`src/rtl/mel_log_buffer_if.sv`:
```
`default_nettype none
// +----------------------------------------------------------------------------
// | mel_log_buffer_if : mel energy stream in, parallel log2 frame out
// | Revision 1.0
// +----------------------------------------------------------------------------
interface mel_log_buffer_if #(
  parameter int NUM_FILTERS = 40
);
  logic [31:0] mel_data_in;
  logic        mel_valid_in;
  logic        mel_last_in;
  logic        mel_ready_out;
  logic [15:0] log_data_out [NUM_FILTERS-1:0];
  logic        log_valid_out;
  logic        log_ready_in;
  logic        frame_error_out;

  modport slave (
    input  mel_data_in, mel_valid_in, mel_last_in, log_ready_in,
    output mel_ready_out, log_data_out, log_valid_out, frame_error_out
  );

  modport master (
    output mel_data_in, mel_valid_in, mel_last_in, log_ready_in,
    input  mel_ready_out, log_data_out, log_valid_out, frame_error_out
  );
endinterface
`default_nettype wire

```
`src/rtl/mel_log_buffer.sv`:
```
`default_nettype none
// +----------------------------------------------------------------------------
// | mel_log_buffer : collects one frame of mel energies as Q5.11 log2 values
// | Revision 1.0
// +----------------------------------------------------------------------------
module mel_log_buffer #(
  parameter int NUM_FILTERS = 40
) (
  input  wire logic        clk_in,
  input  wire logic        rst_in,
  mel_log_buffer_if.slave  bus
);
  localparam int IDX_W = $clog2(NUM_FILTERS + 1);
  localparam logic [IDX_W-1:0] LAST_IDX = IDX_W'(NUM_FILTERS - 1);

  typedef enum logic [1:0] {
    FILL  = 2'd0,
    DRAIN = 2'd1,
    HOLD  = 2'd2
  } state_t;

  state_t           state_q, state_d;
  logic [IDX_W-1:0] idx_q, idx_d;
  logic [15:0]      mem_q [NUM_FILTERS-1:0];
  logic [15:0]      mem_d [NUM_FILTERS-1:0];
  logic             err_q, err_d;

  logic             xfer_in;
  logic             xfer_out;
  logic [4:0]       msb;
  logic [10:0]      frac;
  logic [15:0]      log_val;

  assign xfer_in  = bus.mel_valid_in && (state_q != HOLD);
  assign xfer_out = bus.log_ready_in && (state_q == HOLD);

  // Normalise so the leading one sits at bit 31; the next 11 bits are the fraction.
  always_comb begin
    msb = '0;
    for (int i = 1; i < 32; i++) begin
      if (bus.mel_data_in[i]) msb = 5'(i);
    end
    frac    = 11'((bus.mel_data_in << (5'd31 - msb)) >> 20);
    log_val = (bus.mel_data_in == 32'd0) ? 16'h0000 : {msb, frac};
  end

  always_comb begin
    state_d = state_q;
    idx_d   = idx_q;
    mem_d   = mem_q;
    err_d   = 1'b0;
    case (state_q)
      FILL: begin
        if (xfer_in) begin
          for (int i = 0; i < NUM_FILTERS; i++) begin
            if (idx_q == IDX_W'(i)) mem_d[i] = log_val;
          end
          idx_d = idx_q + IDX_W'(1);
          if (bus.mel_last_in) begin
            state_d = HOLD;
            err_d   = (idx_q != LAST_IDX);
          end else if (idx_q == LAST_IDX) begin
            state_d = DRAIN;
            err_d   = 1'b1;
          end
        end
      end
      DRAIN: begin
        if (xfer_in && bus.mel_last_in) state_d = HOLD;
      end
      HOLD: begin
        if (xfer_out) begin
          state_d = FILL;
          idx_d   = '0;
          for (int i = 0; i < NUM_FILTERS; i++) mem_d[i] = 16'h0000;
        end
      end
      default: state_d = FILL;
    endcase
  end

  always_ff @(posedge clk_in or posedge rst_in) begin
    if (rst_in) begin
      state_q <= FILL;
      idx_q   <= '0;
      err_q   <= 1'b0;
      for (int i = 0; i < NUM_FILTERS; i++) mem_q[i] <= 16'h0000;
    end else begin
      state_q <= state_d;
      idx_q   <= idx_d;
      err_q   <= err_d;
      mem_q   <= mem_d;
    end
  end

  assign bus.mel_ready_out   = (state_q != HOLD);
  assign bus.log_valid_out   = (state_q == HOLD);
  assign bus.frame_error_out = err_q;
  assign bus.log_data_out    = mem_q;
endmodule
`default_nettype wire

```
`src/flat_wrapper.sv`:
```
// flat-port wrapper written by rule: the top's interface ports become plain ports
module mel_log_buffer_flat 
#(
  parameter int NUM_FILTERS = 40
)
  (clk_in, rst_in, bus_mel_data_in, bus_mel_valid_in, bus_mel_last_in, bus_log_ready_in, bus_mel_ready_out, bus_log_data_out, bus_log_valid_out, bus_frame_error_out);
  mel_log_buffer_if #(.NUM_FILTERS(NUM_FILTERS)) bus_i ();
  input  wire logic clk_in;
  input  wire logic rst_in;
  input wire logic [$bits(bus_i.mel_data_in)-1:0] bus_mel_data_in;
  input wire logic [$bits(bus_i.mel_valid_in)-1:0] bus_mel_valid_in;
  input wire logic [$bits(bus_i.mel_last_in)-1:0] bus_mel_last_in;
  input wire logic [$bits(bus_i.log_ready_in)-1:0] bus_log_ready_in;
  output wire logic [$bits(bus_i.mel_ready_out)-1:0] bus_mel_ready_out;
  output wire logic [$bits(bus_i.log_data_out)-1:0] bus_log_data_out;
  output wire logic [$bits(bus_i.log_valid_out)-1:0] bus_log_valid_out;
  output wire logic [$bits(bus_i.frame_error_out)-1:0] bus_frame_error_out;
  assign bus_i.mel_data_in = bus_mel_data_in;
  assign bus_i.mel_valid_in = bus_mel_valid_in;
  assign bus_i.mel_last_in = bus_mel_last_in;
  assign bus_i.log_ready_in = bus_log_ready_in;
  assign bus_mel_ready_out = bus_i.mel_ready_out;
  assign bus_log_data_out = {>>{bus_i.log_data_out}};
  assign bus_log_valid_out = bus_i.log_valid_out;
  assign bus_frame_error_out = bus_i.frame_error_out;
  mel_log_buffer #(.NUM_FILTERS(NUM_FILTERS)) u_core (.clk_in(clk_in), .rst_in(rst_in), .bus(bus_i));
endmodule
```
`config.mk`:
```
export PLATFORM = sky130hd
export DESIGN_NAME = mel_log_buffer_flat
export DESIGN_NICKNAME = d
export VERILOG_FILES = /design/src/rtl/mel_log_buffer_if.sv /design/src/rtl/mel_log_buffer.sv /design/src/flat_wrapper.sv
export SDC_FILE = /design/constraint.sdc
export NUM_CORES = 1
export LEC_CHECK = 0
export CORE_ASPECT_RATIO = 1.2
export CORE_UTILIZATION = 25
export DETAILED_ROUTE_END_ITERATION = 10
export SLEW_MARGIN = 20
export SYNTH_ARGS = -nofsm -noshare
export SYNTH_HDL_FRONTEND = slang
export SYNTH_SLANG_ARGS = --single-unit
```
`constraint.sdc`:
```
create_clock -name clk_in -period 29.8 [get_ports clk_in]
set_input_delay 4.47 -clock clk_in [delete_from_list [all_inputs] [get_ports clk_in]]
set_output_delay 4.47 -clock clk_in [all_outputs]
set_load 0.1 [all_outputs]
```
==> results of run 1 <==
## cells in the mapped netlist (4+ instances only)
cell         n  area share
dfrtp_1    649        0.62
nand2_1    471       0.068
o21ai_0    387       0.074
nor2_1     280       0.040
a21oi_1    231       0.044
clkbuf_1   192       0.028
o21ai_1     68       0.013
a21oi_2     42       0.014
nand3_1     37      0.0071
a31oi_1     34      0.0081
buf_2       26      0.0050
o211ai_1    18      0.0052
mux2i_1     17      0.0065
nor3_1      17      0.0033
buf_6       16      0.0069
nand4_1     13      0.0031
inv_1       12      0.0017
or4_1        8      0.0023
mux2_2       7      0.0030
nor4_1       7      0.0017
or3_1        7      0.0017
a21o_1       6      0.0017
a22o_1       6      0.0020
mux4_2       6      0.0052
nand2b_1     6      0.0014
o2111ai_1    6      0.0020
nor2b_1      5      0.0012
a221oi_1     4      0.0013
and2_1       4     0.00096
clkbuf_2     4     0.00077
ha_1         4      0.0019
o211a_1      4      0.0015
o22ai_1      4     0.00096
or2_2        4     0.00096
## state kept, by name, summed over array words and instances, names as in the netlist
| register | count |
|---|---|
| u_core.bus.frame_error_out | 1 |
| u_core.idx_q | 6 |
| u_core.bus.log_data_out | 640 |
| u_core.state_q | 2 |
## per-stage QoR
step	area (µm²)	util	setup slack (ns)	hold WS, ns
floorplan	26200	-	7.15	0.494
global placement	34400	0.333	20.38	0.460
detailed placement	34400	0.333	20.69	0.469
CTS	36800	0.356	21.37	0.482
global route	36900	0.356	21.24	0.494
finish	36900	0.356	21.37	0.474
## metal layers
layer | wire length [µm] | track usage | vias up
met5 | 23 | 0 | -
met4 | 3760 | 0.0728 | 4
met3 | 6140 | 0.0417 | 170
met2 | 49500 | 0.319 | 684
met1 | 41000 | 0.228 | 10300
li1 | - | - | 10200
## tightest hold or removal path, cell delays in order, from the launching register on
cell and delay (ns):
dfrtp_1 0.34, nand2_1 0.04, o21ai_0 0.06
## logic make-up (layout without fill, tap and decap cells)
| kind of cell | Yosys count | count (layout) | synth area share |
|---|---|---|---|
| buffers and inverters | 256 | 898 | 0.0435 |
| AND/OR/NAND/NOR | 871 | 871 | 0.136 |
| adder cells (fa/ha/maj) | 4 | 4 | 0.00191 |
| XOR/XNOR | 4 | 4 | 0.00134 |
| flip-flops | 649 | 649 | 0.621 |
| multiplexers | 31 | 31 | 0.0151 |
| other | 0 | 1 | 0 |
| AO/OA/AOI/OAI | 847 | 847 | 0.182 |
## layout make-up
cell class / instances / area [µm²]
fill: 10500 / 66600
sequential: 649 / 16200
multi-input combinational: 1757 / 9070
timing repair buffer: 759 / 7390
clock buffer: 100 / 2020
tap: 1375 / 1720
clock inverter: 26 / 355
inverter: 13 / 56.3
antenna: 1 / 2.50
## cells in the final DEF, fill, tap and decap left out, drive strengths merged, types with 20 or more instances in the layout
cell	instances
a21oi	274
a31oi	34
buf	82
clkbuf	100
clkdlybuf4s50	677
dfrtp	649
nand2	472
nand3	37
nor2	280
nor3	20
o211ai	20
o21ai	455
## how the worst min path moves through the flow
stage / startpoint / to / slack, ns / cells after the start
2_1_floorplan: u_core.state_q[1] / u_core.state_q[0] / 0.49 / 1
3_3_place_gp: u_core.bus.log_data_out[579] / u_core.bus.log_data_out[579] / 0.46 / 2
3_5_place_dp: u_core.bus.log_data_out[550] / u_core.bus.log_data_out[550] / 0.47 / 2
4_1_cts: u_core.bus.log_data_out[367] / u_core.bus.log_data_out[367] / 0.48 / 2
5_1_grt: u_core.bus.log_data_out[263] / u_core.bus.log_data_out[263] / 0.49 / 2
6_report: u_core.bus.log_data_out[471] / u_core.bus.log_data_out[471] / 0.47 / 2
==> key figures, run 1 <==
CTS
  • Worst-Skew Late Latency: 0.63 ns
  • Sink Count: between 600 and 700
  • Max Buffers Root-to-Sink: 3
  • CTS tree: done
  • H-tree levels: 3
  • # hold bufs at CTS: 0
  • Clock transition at path regs: 0.06 ns
  • Post CTS Setup Buffer Count: 0
  • Post-CTS sizing: 0
  • CTS root buf: clkbuf_16
  • Total CTS buffers: 70

Floorplanning
  • Die footprint: 0.106 mm²
  • Placement Rows: 129
  • Core box area: 0.103 mm²
  • Num ports: 680
  • Starting Density: 0.253
  • Die W: slightly below 300 µm
  • Die Y: 356 µm

STA
  • Max Slew Vio Count: 0
  • Skew final: 0.0330 ns
  • Fmax: between 0.1 and 0.15 GHz
  • Final Cycle Share: 0.283
  • Fin crit period: 8.43 ns
  • Slew margin rel.: 0.222
  • Setup TNS: 0 ns
  • Count of final hold-check violations: 0
  • Worst slew pin tran: 1.16 ns
  • RSZ-0062 raised after global routing: no
  • Setup violators final: 0

Worst setup path
  • Worst setup path start: bus_mel_data_in[23]
  • R2R cell count: 9
  • Startpoint class of the critical path: input port
  • CP max FO: 40
  • WP data required: 30.25 ns
  • Crit path buf inv count: 2
  • FF-to-FF Start: u_core.state_q[1]
  • Crit path to: u_core.bus.log_data_out[409]
  • Worst Path Arrival: 8.88 ns
  • RR Endpoint: u_core.bus.log_data_out[11]
  • Worst R2R Setup Slack: approximately 26 ns
  • Top Family by Delay on Critical Path: compound AO/OA/AOI/OAI gates
  • Crit path kind: in2reg
  • CP max stage delay: 0.81 ns
  • Type of destination of the critical path: flop
  • Critical Path Stages: 11
  • Critical-path cell list: clkdlybuf4s50_1, nor2b_1, o21ba_1, or4_4, o211ai_4, mux4_2, mux2i_1, o22ai_1, a31oi_4, buf_4, a21oi_1
  • Crit-path slowest cell: o211ai_4

Route
  • DRT Wirelength: about 100 mm
  • WL per Instance: 21.5 µm
  • Via Count: 21300
  • DR DRC count: 0
  • First-pass DRT Iterations: 6
  • First DRT Iteration DRCs: about 1200
  • Antenna viol nets, final: 0
  • Via density per instance: roughly 4.6

Global route
  • Antenna violations before repair: 9
  • Vias in the first global route: between 20000 and 25000
  • Congestion Overflow GR: 0
  • First-pass GRT wire length: 147 mm
  • Largest net degree at the start of global routing: 130
  • Total track usage: 0.186

Hold path
  • Min-delay worst type: reg2reg

Logic synthesis
  • Ys async rst share: 1.00
  • Cell variety after synth: 71
  • Yosys warns: 0
  • FF+latch count, synth: between 600 and 700
  • Post-synthesis sequential area ratio: 0.621
  • Netlist Area Pre-Place: approximately 0.026 mm²
  • Cells after synthesis: between 2000 and 3000
  • Mapped Avg Cell Area: 9.83 µm²
  • Mapped Nets: around 2700
  • Top_reg_cell synth: dfrtp_1
  • Number of synthesized flops with an enable pin: 0

Final layout
  • Fin nets: 3291
  • Layout cell share with drive strength beyond 1: 0.0947
  • Area growth from synthesis to layout: 40.8%
  • Non-Filler Instances: 4680

Placed design
  • Hpwl dp: 69.8 mm
  • Routability congestion estimate: 0.863
  • PortBufs: 679
  • Dpl cells: 4553

Job
  • Max Cap Viol: 0

Run status
  • Outcome: finished, final reports clean
Power of run 1 is left out: the tool's default activity adds up to more than one toggle a clock period on the data nets, which glitch-free logic cannot reach.
==> run 2: changes to the inputs <==
==> constraint.sdc (replaced) <==
create_clock -name clk_in -period 8.3 [get_ports clk_in]
set_input_delay 1.245 -clock clk_in [delete_from_list [all_inputs] [get_ports clk_in]]
set_output_delay 1.245 -clock clk_in [all_outputs]
set_load 0.1 [all_outputs]
==> key figures, run 2 (synthesis results as in run 1) <==
Run status
  • Outcome: finished, final reports clean

STA
  • Count of final hold-check violations: 0 (unchanged)
  • Setup TNS: 0 ns (unchanged)
  • Final Cycle Share: 0.657
  • Skew final: 0.0424 ns (+0.00947 ns)
  • Fin crit period: 5.46 ns
  • Worst slew pin tran: 1.12 ns (-0.0454 ns)
  • Fmax: ~0.18 GHz
  • Max Slew Vio Count: 0 (unchanged)
  • RSZ-0062 raised after global routing: no
  • Setup violators final: 0 (unchanged)
  • Hold_ws: 0.474 ns (+0.000254 ns)
  • Slew margin rel.: 0.252 (+0.0304)

Global route
  • Total track usage: 0.190 (+0.00338)
  • Antenna violations before repair: 12 (+3)
  • Congestion Overflow GR: 0 (unchanged)
  • Largest net degree at the start of global routing: 159 (+22%)
  • First-pass GRT wire length: 149 mm (+1.7%)
  • Vias in the first global route: 21200 (+0.74%)

Final layout
  • Layout cell share with drive strength beyond 1: 0.0949 (+0.000159)
  • Area growth from synthesis to layout: 41.5%
  • Commonest non-fill, non-tap cell in the layout: clkdlybuf4s50_1
  • Number of flip-flops in the largest register: 640 (unchanged)
  • Most frequent cells in the layout: clkdlybuf4s50_1, dfrtp_1, nand2_1, o21ai_0, nor2_1
  • Fin nets: 3296 (+0.15%)
  • Design area: 0.0370 mm² (+0.45%)

Placed design
  • Placed cell areas: 0.0345 mm² (+0.16%)
  • Hpwl dp: 70.2 mm (+0.66%)
  • PortBufs: 679 (unchanged)
  • Routability congestion estimate: 0.880 (+2.0%)

Route
  • Via Count: 21500 (+0.70%)
  • DR DRC count: 0 (unchanged)
  • First-pass DRT Iterations: 5 (-1)
  • First DRT Iteration DRCs: 1310 (+7.6%)
  • Antenna viol nets, final: 0 (unchanged)
  • Via density per instance: 4.59 (+0.59%)
  • WL per Instance: 21.9 µm (+1.8%)
  • DRT Wirelength: 102 mm (+1.9%)

CTS
  • H-tree levels: 3 (unchanged)
  • # hold bufs at CTS: 0 (unchanged)
  • CTS tree: done
  • Sink Count: 649 (unchanged)
  • Clock transition at path regs: 0.06 ns (about the same)
  • Post CTS Setup Buffer Count: 0 (unchanged)
  • Max Buffers Root-to-Sink: 3 (unchanged)
  • Total CTS buffers: 74 (+5.7%)
  • Worst-Skew Late Latency: 0.63 ns (about the same)
  • CTS root buf: clkbuf_16
  • Post-CTS sizing: 0 (unchanged)

Worst setup path
  • Worst R2R Setup Slack: 4.79 ns (-21.39 ns)
  • Startpoint class of the critical path: input port
  • Crit-path slowest cell: o211ai_4
  • Critical-path cell list: clkdlybuf4s50_1, nor2b_1, o21ba_1, or4_4, o211ai_4, mux4_2, nor2_1, a211oi_1, nand3_2, buf_4, o21ai_0
  • RR Endpoint: u_core.bus.log_data_out[174]
  • Type of destination of the critical path: flop
  • R2R cell count: 9 (unchanged)
  • CP max stage delay: 0.80 ns (about the same)
  • CP max FO: 32 (-20%)
  • Worst Path Arrival: 5.97 ns (-2.91 ns)
  • Crit path kind: in2reg
  • WP data required: 8.81 ns (-21.44 ns)
  • FF-to-FF Start: u_core.state_q[1]

Floorplanning
  • Die W: 297 µm (unchanged)
  • Starting Density: 0.253 (unchanged)
  • Num ports: 680 (unchanged)
  • Die Y: 356 µm (unchanged)
  • Placement Rows: 129 (unchanged)
  • Die footprint: 0.106 mm² (unchanged)
  • Core box area: 0.103 mm² (unchanged)

Hold path
  • Hold Crit Start: u_core.bus.log_data_out[268]
  • Hold Crit Depth: 2 (unchanged)
  • Min-delay worst type: reg2reg
  • Hold Path End: u_core.bus.log_data_out[268]

Job
  • Max Cap Viol: 0 (unchanged)
## run 2: worst max-delay path by stage
stage | start | end | slack [ns] | depth (start not counted)
after CTS | bus_mel_data_in[23] | u_core.bus.log_data_out[85] | 2.86 | 11
after global placement | bus_mel_data_in[23] | u_core.bus.log_data_out[85] | 2.27 | 11
after detailed placement | bus_mel_data_in[23] | u_core.bus.log_data_out[85] | 2.20 | 11
after floorplan | rst_in | u_core.bus.frame_error_out | -1.81 | 1
final | bus_mel_data_in[23] | u_core.bus.log_data_out[85] | 2.84 | 11
after global routing | bus_mel_data_in[23] | u_core.bus.log_data_out[85] | 2.58 | 11
## run 2: final cells by class
| cell class | count | area [µm²] |
|---|---|---|
| antenna | 1 | 2.50 |
| multi-input combinational | 1757 | 9050 |
| timing repair buffer | 760 | 7450 |
| fill | 10400 | 66400 |
| clock inverter | 37 | 515 |
| inverter | 13 | 52.6 |
| sequential | 649 | 16200 |
| tap | 1375 | 1720 |
| clock buffer | 93 | 1980 |
## run 2: stage by stage
step           utilization  setup slack [ns]  instances
2_1_floorplan            -             -1.81       2662
3_3_place_gp         0.333              2.27       4554
3_5_place_dp         0.333              2.20       4554
4_1_cts              0.358              2.86       4684
5_1_grt              0.358              2.58       4684
6_report             0.358              2.84       4685
## run 2: worst max-delay path: cells and delay by family
family	cells	cell delay, ns
mux	1	0.38
simple gates	4	1.57
compound gates	4	1.60
buf+inv	2	1.12
## run 2: routing by layer
metal / up-vias / routed length, µm / share of wire / track usage
li1: 10200 / - / - / -
met1: 10300 / 41800 / 0.41 / 0.230
met2: 719 / 49900 / 0.49 / 0.323
met3: 200 / 6470 / 0.063 / 0.0439
met4: 6 / 4130 / 0.040 / 0.0789
met5: - / 40 / 0.00039 / 0
Power of run 2 is left out for the same reason.
